File: src/rtl/sign_restorer_serial.sv
// sign_restorer_serial
//   Rebuilds a two's-complement word from an unsigned magnitude plus a sign
//   bit, CHUNK_W bits per clock with a registered carry between beats
//   (invert-and-add-one for negative results, pass-through for positive ones).
//   One operand is converted every BEATS+2 cycles with out_ready held high.
//
//   Optional feature macro: SIGN_RESTORER_SAT_EN
//     defined   : an overflowing result is clamped to the most positive or
//                 most negative DATA_W value on entry to DONE (ovf_o still set)
//     undefined : data_o is the wrapped conversion, ovf_o is informational
//
// Parameters
//   DATA_W    width of magnitude input and signed output (multiple of CHUNK_W)
//   CHUNK_W   bits converted per beat
//
// Ports
//   sys_clk    in   clock, rising edge
//   sys_rst    in   asynchronous active-high reset
//   mag_i      in   unsigned magnitude
//   sign_i     in   1 = negative result
//   in_valid   in   mag_i/sign_i valid
//   in_ready   out  block can accept an operand (IDLE)
//   data_o     out  two's-complement result
//   ovf_o      out  magnitude not representable; valid with out_valid
//   out_valid  out  data_o/ovf_o valid (DONE)
//   out_ready  in   downstream accepts the result
module sign_restorer_serial #(
  parameter int DATA_W  = 32,
  parameter int CHUNK_W = 8
) (
  input  logic                     sys_clk,
  input  logic                     sys_rst,
  input  logic [DATA_W-1:0]        mag_i,
  input  logic                     sign_i,
  input  logic                     in_valid,
  output logic                     in_ready,
  output logic signed [DATA_W-1:0] data_o,
  output logic                     ovf_o,
  output logic                     out_valid,
  input  logic                     out_ready
);

  localparam int BEATS  = DATA_W / CHUNK_W;
  localparam int BEAT_W = (BEATS > 1) ? $clog2(BEATS) : 1;
  localparam logic [BEAT_W-1:0] LAST_BEAT = BEAT_W'(BEATS - 1);

  typedef enum logic [1:0] {IDLE, CONV, DONE} state_t;

  state_t              state, next_state;
  logic [BEAT_W-1:0]   beat;
  logic                carry;
  logic                sign_r;
  logic [DATA_W-1:0]   mag_r;
  logic [CHUNK_W-1:0]  chunk;
  logic [CHUNK_W-1:0]  chunk_out;
  logic                carry_nxt;
  logic                accept;
  logic                last_beat;

  // A negative zero magnitude (sign=1, mag=0) is fine; the only negative
  // value that fits with the top bit set is exactly -2^(DATA_W-1).
  function automatic logic calc_ovf(input logic [DATA_W-1:0] mag, input logic sign);
    calc_ovf = (~sign & mag[DATA_W-1]) |
               (sign & mag[DATA_W-1] & (|mag[DATA_W-2:0]));
  endfunction

`ifdef SIGN_RESTORER_SAT_EN
  function automatic logic signed [DATA_W-1:0] sat_value(input logic sign);
    sat_value = sign ? {1'b1, {(DATA_W-1){1'b0}}} : {1'b0, {(DATA_W-1){1'b1}}};
  endfunction
`endif

  assign accept    = in_valid & in_ready;
  assign last_beat = (beat == LAST_BEAT);

  // One chunk of invert-and-add-one; the carry chain is only CHUNK_W long.
  always_comb begin
    chunk = mag_r[beat*CHUNK_W +: CHUNK_W];
    if (sign_r) begin
      {carry_nxt, chunk_out} = {1'b0, ~chunk} + {{CHUNK_W{1'b0}}, carry};
    end else begin
      {carry_nxt, chunk_out} = {1'b0, chunk};
    end
  end

  always_ff @(posedge sys_clk or posedge sys_rst) begin
    if (sys_rst) state <= IDLE;
    else         state <= next_state;
  end

  always_comb begin
    next_state = state;
    in_ready   = 1'b0;
    out_valid  = 1'b0;
    case (state)
      IDLE: begin
        in_ready = 1'b1;
        if (in_valid) next_state = CONV;
      end
      CONV: begin
        if (last_beat) next_state = DONE;
      end
      DONE: begin
        out_valid = 1'b1;
        if (out_ready) next_state = IDLE;
      end
      default: next_state = IDLE;
    endcase
  end

  // Capture / conversion datapath
  always_ff @(posedge sys_clk or posedge sys_rst) begin
    if (sys_rst) begin
      beat   <= '0;
      carry  <= 1'b0;
      sign_r <= 1'b0;
      ovf_o  <= 1'b0;
      data_o <= '0;
    end else begin
      case (state)
        IDLE: begin
          if (accept) begin
            sign_r <= sign_i;
            carry  <= sign_i;
            beat   <= '0;
            ovf_o  <= calc_ovf(mag_i, sign_i);
          end
        end
        CONV: begin
          data_o[beat*CHUNK_W +: CHUNK_W] <= chunk_out;
          // The carry out of the final beat is dropped on the next capture.
          carry <= carry_nxt;
          beat  <= beat + 1'b1;
`ifdef SIGN_RESTORER_SAT_EN
          if (last_beat && ovf_o) data_o <= sat_value(sign_r);
`endif
        end
        default: ;
      endcase
    end
  end

  // Operand holding register; contents are meaningless until the next capture.
  always_ff @(posedge sys_clk) begin
    if (accept) mag_r <= mag_i;
  end

endmodule

File: config.mk
export PLATFORM = sky130hd
export DESIGN_NAME = sign_restorer_serial
export DESIGN_NICKNAME = d
export VERILOG_FILES = /design/src/rtl/sign_restorer_serial.sv
export SDC_FILE = /design/constraint.sdc
export NUM_CORES = 1
export LEC_CHECK = 0
export ABC_AREA = 0
export BUFFER_PORTS_ARGS = -buffer_cell sky130_fd_sc_hd__buf_2
export CORE_MARGIN = 2
export CORE_UTILIZATION = 50
export CTS_BUF_LIST = sky130_fd_sc_hd__clkbuf_2 sky130_fd_sc_hd__clkbuf_4 sky130_fd_sc_hd__clkbuf_8
export CTS_CLUSTER_DIAMETER = 120
export DETAILED_ROUTE_END_ITERATION = 6
export PLACE_DENSITY_LB_ADDON = 0.2
export SLEW_MARGIN = 25
export SYNTH_ARGS = -nofsm -noshare
export SYNTH_HDL_FRONTEND = slang
export SYNTH_SLANG_ARGS = --single-unit
File: constraint.sdc
create_clock -name sys_clk -period 3.3 [get_ports sys_clk]
set_clock_uncertainty 0.15 [all_clocks]
set_input_delay 0.165 -clock sys_clk [delete_from_list [all_inputs] [get_ports sys_clk]]
set_output_delay 0.165 -clock sys_clk [all_outputs]
set_load 0.02 [all_outputs]
==> results.json, run 1 <==
{
  "sequentialPowerShare_pct": 37.0,
  "place.gp.congestion": 0.880,
  "syn_to_final_growth_pct": 29.2,
  "regArea_um2": 1940,
  "ir_drop_mv": 0.517,
  "synth_edf_count": 32,
  "start_util_pct": 52.2,
  "drt-initial-drc-count": 298,
  "antenna_found_initial": 0,
  "netSwitchingFraction_pct": 44.2,
  "power_switching_w": 0.00170,
  "layout-drive-gt1-share_pct": 29.3,
  "status": "complete, no violations",
  "placementRows": 29,
  "clock.fmax_mhz": 379,
  "fp.dieW_um": 85.6,
  "vias": 2788,
  "grt_pass1_vias": 2808,
  "grt_max_degree": 33,
  "async_flop_share_pct": 54.9,
  "dieArea_um2": 7330,
  "die_h_um": 85.6,
  "ys.flop_type": "dfrtp_1",
  "power.share.clock_pct": 18.3,
  "ctsRootBufferMaster": "clkbuf_8",
  "cp.required_ns": 3.43,
  "whs_path_depth": 4,
  "power_density_nw_per_um2": 894,
  "r2r-start": "beat[1]",
  "port_buffers": 71,
  "grt_pass1_wl_um": 14400,
  "path_buf_inv": 1,
  "endpoint_kind": "register",
  "dp_hpwl_um": 5680,
  "hold_class": "in -> reg",
  "ant_nets": 0,
  "drcViolationCount": 0,
  "synthDistinctLibCells": 45,
  "syn_nets": 315,
  "cp_slowest_cell": "dfrtp_1",
  "internal_power_w": 0.00214,
  "clock_tree.buffer_depth": 2,
  "clk_latency_ns": 0.35,
  "clock_sinks": 71,
  "max_stage_delay_ns": 0.64,
  "rsz0062_at_grt": "false",
  "dr.pass1.iters": 5,
  "rr_endpoint": "data_o[5]",
  "multi_input_area_um2": 1300,
  "whs_endpoint": "beat[1]",
  "synth-seq-cells": 71,
  "wirelength_um": 8920,
  "cp_max_fo": 12,
  "arrival_ns": 2.77,
  "r2r_setup_slack_ns": 0.66,
  "crit_path_start": "beat[1]",
  "finalSetupTns_ns": 0,
  "path_class": "reg -> reg",
  "htreeDepth": 3,
  "pwr-share-comb_pct": 44.8,
  "antenna_cells": 0,
  "tightest_slew_ns": 0.762,
  "cts_tree": "done",
  "final_cell_mix": "buf_2 (71), dfrtp_1 (39), dlygate4sd3_1 (35)",
  "start_kind": "register",
  "synth_area_um2": 3330,
  "postSynthAreaPerCell_um2": 12.3,
  "path_clk_slew_ns": 0.09,
  "setup_violations": 0,
  "finalHoldViolCount": 0,
  "layout.nets": 425,
  "ioPinCount": 72,
  "final_common_cell": "buf_2",
  "p_leak_nw": 1.84,
  "relSlewSlack_pct": 49.2,
  "track_usage_pct": 26.0,
  "worst_path_dominant_cell_family": "simple AND/OR/NAND/NOR gates",
  "vias_per_cell": 6.02,
  "hold_start": "in_valid",
  "synth_cells": 271,
  "gr-total-overflow": 0,
  "drv_slew": 0,
  "fillers": 488,
  "synth-seq-area-share_pct": 58.2,
  "fin_crit_sh_pct": 80.0,
  "path_cells": "inv_1 > ha_1 > or3b_2 > or2_1 > a2111o_1 > nand3_1",
  "r2r_cells": 6,
  "cts_made_buffers": 9,
  "finalCriticalPeriod_ns": 2.64,
  "postCtsSetupRepairBufs": 0,
  "fin_total_pwr_w": 0.00384,
  "routedWlPerCell_um": 19.3,
  "coreArea_um2": 6390,
  "synth_warnings": 0,
  "maxCapViolCount": 0
}
==> worst reg2reg max path: cells and delay by family (launching register included) <==
family,cells,cell delay [ns]
fa+ha+maj,1,0.33
simple gates,3,0.90
compound gates,1,0.40
flops,1,0.64
buf+inv,1,0.16
==> state kept, by name, summed over array words and instances, names as in the netlist <==
signal and flops:
ovf_o 1, mag_r 32, beat 2, sign_r 1
state 2, data_o 32, carry 1
==> worst max-delay path by stage <==
stage / slack, ns / cells after the start / endpoint
finish: 0.66 / 6 / data_o[5]
global placement: 0.73 / 6 / data_o[5]
detailed placement: 0.69 / 6 / data_o[5]
CTS: 0.66 / 6 / data_o[5]
global route: 0.55 / 6 / data_o[5]
floorplan: 0.58 / 10 / data_o[31]
==> per-stage QoR <==
stage	util, %	hold slack, ns	std cells	instance area [um2]	setup slack, ns
3_5_place_dp	58.8	0.187	412	3750	0.692
5_1_grt	67.4	0.0682	463	4300	0.550
3_3_place_gp	58.8	0.178	412	3750	0.731
4_1_cts	67.4	0.0561	463	4300	0.659
2_1_floorplan	-	0.114	271	3330	0.577
6_report	67.4	0.0539	463	4300	0.659
==> cells by family (layout without fill, tap and decap cells) <==
kind of cell,after synthesis,in the layout,share of synthesized area (%)
simple gates,107,107,18.4
xor+xnor,4,4,1.05
compound gates,51,51,10.9
flops,71,71,58.2
mux,10,10,6.05
fa+ha+maj,7,7,2.63
buf+inv,21,136,2.85
==> synthesized netlist by cell type, types with 2 or more instances <==
master / n / area share [%]
inv_1: 9 / 1.0
mux4_2: 8 / 5.4
o21ai_0: 21 / 3.2
a22oi_1: 8 / 1.8
nand2b_1: 2 / 0.38
nand2_1: 32 / 3.6
o2111ai_1: 4 / 1.1
buf_6: 2 / 0.68
a2111o_1: 4 / 1.4
nand3_1: 12 / 1.8
ha_1: 7 / 2.6
or2_1: 2 / 0.38
nand4_1: 14 / 2.6
a222oi_1: 4 / 1.2
o21ai_1: 3 / 0.45
or2_2: 2 / 0.38
o41ai_2: 2 / 0.98
clkbuf_1: 7 / 0.79
nor2_1: 9 / 1.0
or3b_2: 2 / 0.53
nor3_1: 5 / 0.75
a21oi_1: 3 / 0.45
nor4_1: 11 / 2.1
xor2_1: 3 / 0.79
or3_4: 2 / 0.68
dfrtp_1: 39 / 29
edfxtp_1: 32 / 29
nand3b_1: 5 / 1.1
==> cell type report <==
cell class / count / share of cell area, %
clock buffers: 9 / 2.88
well taps: 77 / 2.24
flip-flops and latches: 71 / 45.0
multi-input cells: 179 / 30.2
inverters: 10 / 0.873
repair buffers: 110 / 17.1
clock inverters: 7 / 1.69
==> timing repair <==
action | CTS | global route
hold buffers | 35 | 0
gates resized for setup | 0 | 0
endpoints found under the hold margin | 53 | 0
==> metal layers <==
| metal | up-vias | wire length [um] | GRT usage, % |
|---|---|---|---|
| met5 | - | 0 | 0 |
| met4 | 0 | 201 | 11.5 |
| met3 | 20 | 641 | 5.68 |
| met2 | 154 | 4530 | 43.3 |
| met1 | 1344 | 3550 | 32.9 |
| li1 | 1270 | - | - |
==> power by group through the flow <==
| stage | Sequential, W | Combinational, W | Clock (W) |
|---|---|---|---|
| 5_1_grt | 0.00145 | 0.00188 | 0.000750 |
| 3_3_place_gp | 0.00143 | 0.00164 | 0 |
| 4_1_cts | 0.00142 | 0.00171 | 0.000697 |
| 2_1_floorplan | 0.00156 | 0.00105 | 0 |
| 3_5_place_dp | 0.00144 | 0.00167 | 0 |
| 6_report | 0.00142 | 0.00172 | 0.000702 |
(Power assumes the default switching activity.)
==> run 2, diff against run 1 <==
--- a/config.mk
+++ b/config.mk
@@ -5,7 +5,7 @@
 export SDC_FILE = /design/constraint.sdc
 export NUM_CORES = 1
 export LEC_CHECK = 0
-export ABC_AREA = 0
+export ABC_AREA = 1
 export BUFFER_PORTS_ARGS = -buffer_cell sky130_fd_sc_hd__buf_2
 export CORE_MARGIN = 2
 export CORE_UTILIZATION = 50
==> constraint.sdc (replaced) <==
create_clock -name sys_clk -period 2.3 [get_ports sys_clk]
set_clock_uncertainty 0.15 [all_clocks]
set_input_delay 0.115 -clock sys_clk [delete_from_list [all_inputs] [get_ports sys_clk]]
set_output_delay 0.115 -clock sys_clk [all_outputs]
set_load 0.02 [all_outputs]
==> results.json, run 2 <==
{
  "status": "complete, no violations",
  "ir_drop_mv": 0.672,
  "drv_slew": 0,
  "path_clk_slew_ns": 0.08,
  "maxCapViolCount": 0,
  "path_class": "reg -> reg",
  "layout-drive-gt1-share_pct": 25.1,
  "endpoint_kind": "register",
  "drt-initial-drc-count": 185,
  "final_common_cell": "nand2_1",
  "synth_top_area_share_pct": 30.9,
  "drcViolationCount": 0,
  "finalSetupTns_ns": 0,
  "rsz0062_at_grt": "false",
  "clock_sinks": 71,
  "cts_tree": "done",
  "cts_made_buffers": 9,
  "synthSimpleGateAreaFrac_pct": 22.8,
  "coreArea_um2": 6030,
  "r2r-start": "beat[1]",
  "synth_common_cells": "nand2_1 (104), dfrtp_1 (39), edfxtp_1 (32)",
  "fp.dieW_um": 83.5,
  "power_density_nw_per_um2": 1300,
  "fin_crit_sh_pct": 90.0,
  "htreeDepth": 3,
  "layout.nets": 489,
  "finalCriticalPeriod_ns": 2.07,
  "hold_class": "in -> reg",
  "relSlewSlack_pct": 67.3,
  "async_flop_share_pct": 54.9,
  "synth_warnings": 0,
  "start_util_pct": 52.4,
  "holdWs_ns": 0.0577,
  "synthTopCellsByArea": "dfrtp_1 (31%), edfxtp_1 (30%), nand2_1 (12%), o21ai_0 (4.8%), nand3_1 (3.8%)",
  "postCtsSetupRepairBufs": 0,
  "synth-seq-area-share_pct": 61.4,
  "ioPinCount": 72,
  "yosysMostFrequentCell": "nand2_1",
  "fillers": 487,
  "routedWlPerCell_um": 14.8,
  "r2r_setup_slack_ns": 0.23,
  "start_kind": "register",
  "vias": 2664,
  "p_leak_nw": 2.03,
  "dr.pass1.iters": 4,
  "dp_hpwl_um": 5240,
  "ys.flop_type": "dfrtp_1",
  "synth_edf_count": 32,
  "place.gp.congestion": 0.899,
  "grt_max_degree": 40,
  "top_regs": "data_o: 32 flops, mag_r: 32 flops",
  "final_cell_mix": "nand2_1 (103), buf_2 (71), dfrtp_1 (38)",
  "placed_area_um2": 3630,
  "design_area_um2": 4210,
  "dieArea_um2": 6960,
  "antenna_cells": 0,
  "cp_max_fo": 11,
  "synth_area_um2": 3160,
  "gr-total-overflow": 0,
  "ctsRootBufferMaster": "clkbuf_8",
  "clock.fmax_mhz": 483,
  "vias_per_cell": 5.07,
  "placementRows": 28,
  "antenna_found_initial": 0,
  "fin_total_pwr_w": 0.00547,
  "rr_endpoint": "data_o[9]",
  "arrival_ns": 2.18,
  "die_h_um": 83.5,
  "fin_util_pct": 69.8,
  "r2r_cells": 7,
  "ant_nets": 0,
  "synthDistinctLibCells": 28,
  "synthAdderAreaFrac_pct": 2.77,
  "cp-endpoint": "data_o[9]",
  "port_buffers": 71,
  "grt_pass1_wl_um": 12900,
  "postSynthAreaPerCell_um2": 9.68,
  "syn_nets": 370,
  "clock_tree.buffer_depth": 2,
  "synth_xor_area_share_pct": 0.832,
  "grt_pass1_vias": 2658,
  "synth_top_family_by_area": "simple AND/OR/NAND/NOR gates",
  "wirelength_um": 7790,
  "clk_latency_ns": 0.34,
  "track_usage_pct": 23.7,
  "synth-seq-cells": 71,
  "syn_to_final_growth_pct": 33.2,
  "crit_path_start": "beat[1]",
  "synth_cells": 326,
  "tightest_slew_ns": 0.491,
  "finalHoldViolCount": 0,
  "synth_top_area_cell": "dfrtp_1",
  "setup_violations": 0,
  "synth_compound_area_share_pct": 8.01,
  "cp.required_ns": 2.41,
  "yosys-mux-area-fraction_pct": 0
}
run 2: worst max-delay path, stage by stage, from the launching register on:
cell	delay (ns)
dfrtp_1	0.45
clkinv_2	0.08
buf_4	0.19
ha_1	0.34
nand2_1	0.13
nor2_1	0.30
inv_1	0.15
o21ai_0	0.20
run 2: layout make-up:
type	count	area (um2)	share of cell area (%)
repair buffers	116	781	18.6
clock buffers	10	131	3.12
multi-input cells	225	1090	26.0
flip-flops and latches	71	1940	46.1
inverters	22	83.8	1.99
well taps	75	93.8	2.23
clock inverters	6	85.1	2.02
run 2: stage by stage:
stage          setup WS [ns]  instances
2_1_floorplan         0.0990        326
5_1_grt              0.00351        525
6_report               0.229        525
4_1_cts                0.169        525
3_3_place_gp           0.212        474
3_5_place_dp           0.191        474
run 2: cells by family (layout without fill, tap and decap cells):
| group | count (synthesis) | after routing |
|---|---|---|
| XOR/XNOR | 3 | 3 |
| AND/OR/NAND/NOR | 167 | 167 |
| flip-flops | 71 | 71 |
| adder cells (fa/ha/maj) | 7 | 7 |
| buffers and inverters | 30 | 154 |
| AO/OA/AOI/OAI | 48 | 48 |
run 2: what timing repair did:
item                                   4_1_cts  5_1_grt
endpoints found under the hold margin       74        0
setup endpoints to repair                    0        6
gates resized for setup                      0        3
hold buffers                                35        0
run 2: power by group:
group | switching [W] | leakage [nW] | internal, W
Clock | 0.000468 | 0.106 | 0.000619
Combinational | 0.00167 | 1.10 | 0.000785
Sequential | 0.000209 | 0.823 | 0.00173
run 2: metal layers:
layer,vias up,share of wire [%],GRT usage [%]
met5,-,0,0
met4,0,1.4,7.77
met3,10,5.5,4.55
met2,78,50,39.7
met1,1245,43,31.3
li1,1331,-,-
run 2: how the worst min path moves through the flow:
stage | from | endpoint | slack, ns | depth (start not counted)
6_report | in_valid | state[0] | 0.06 | 3
5_1_grt | in_valid | state[0] | 0.11 | 3
4_1_cts | in_valid | state[0] | 0.06 | 3
3_5_place_dp | sys_rst | data_o[25] | 0.11 | 3
3_3_place_gp | sys_rst | data_o[27] | 0.10 | 3
2_1_floorplan | out_ready | state[1] | 0.05 | 1
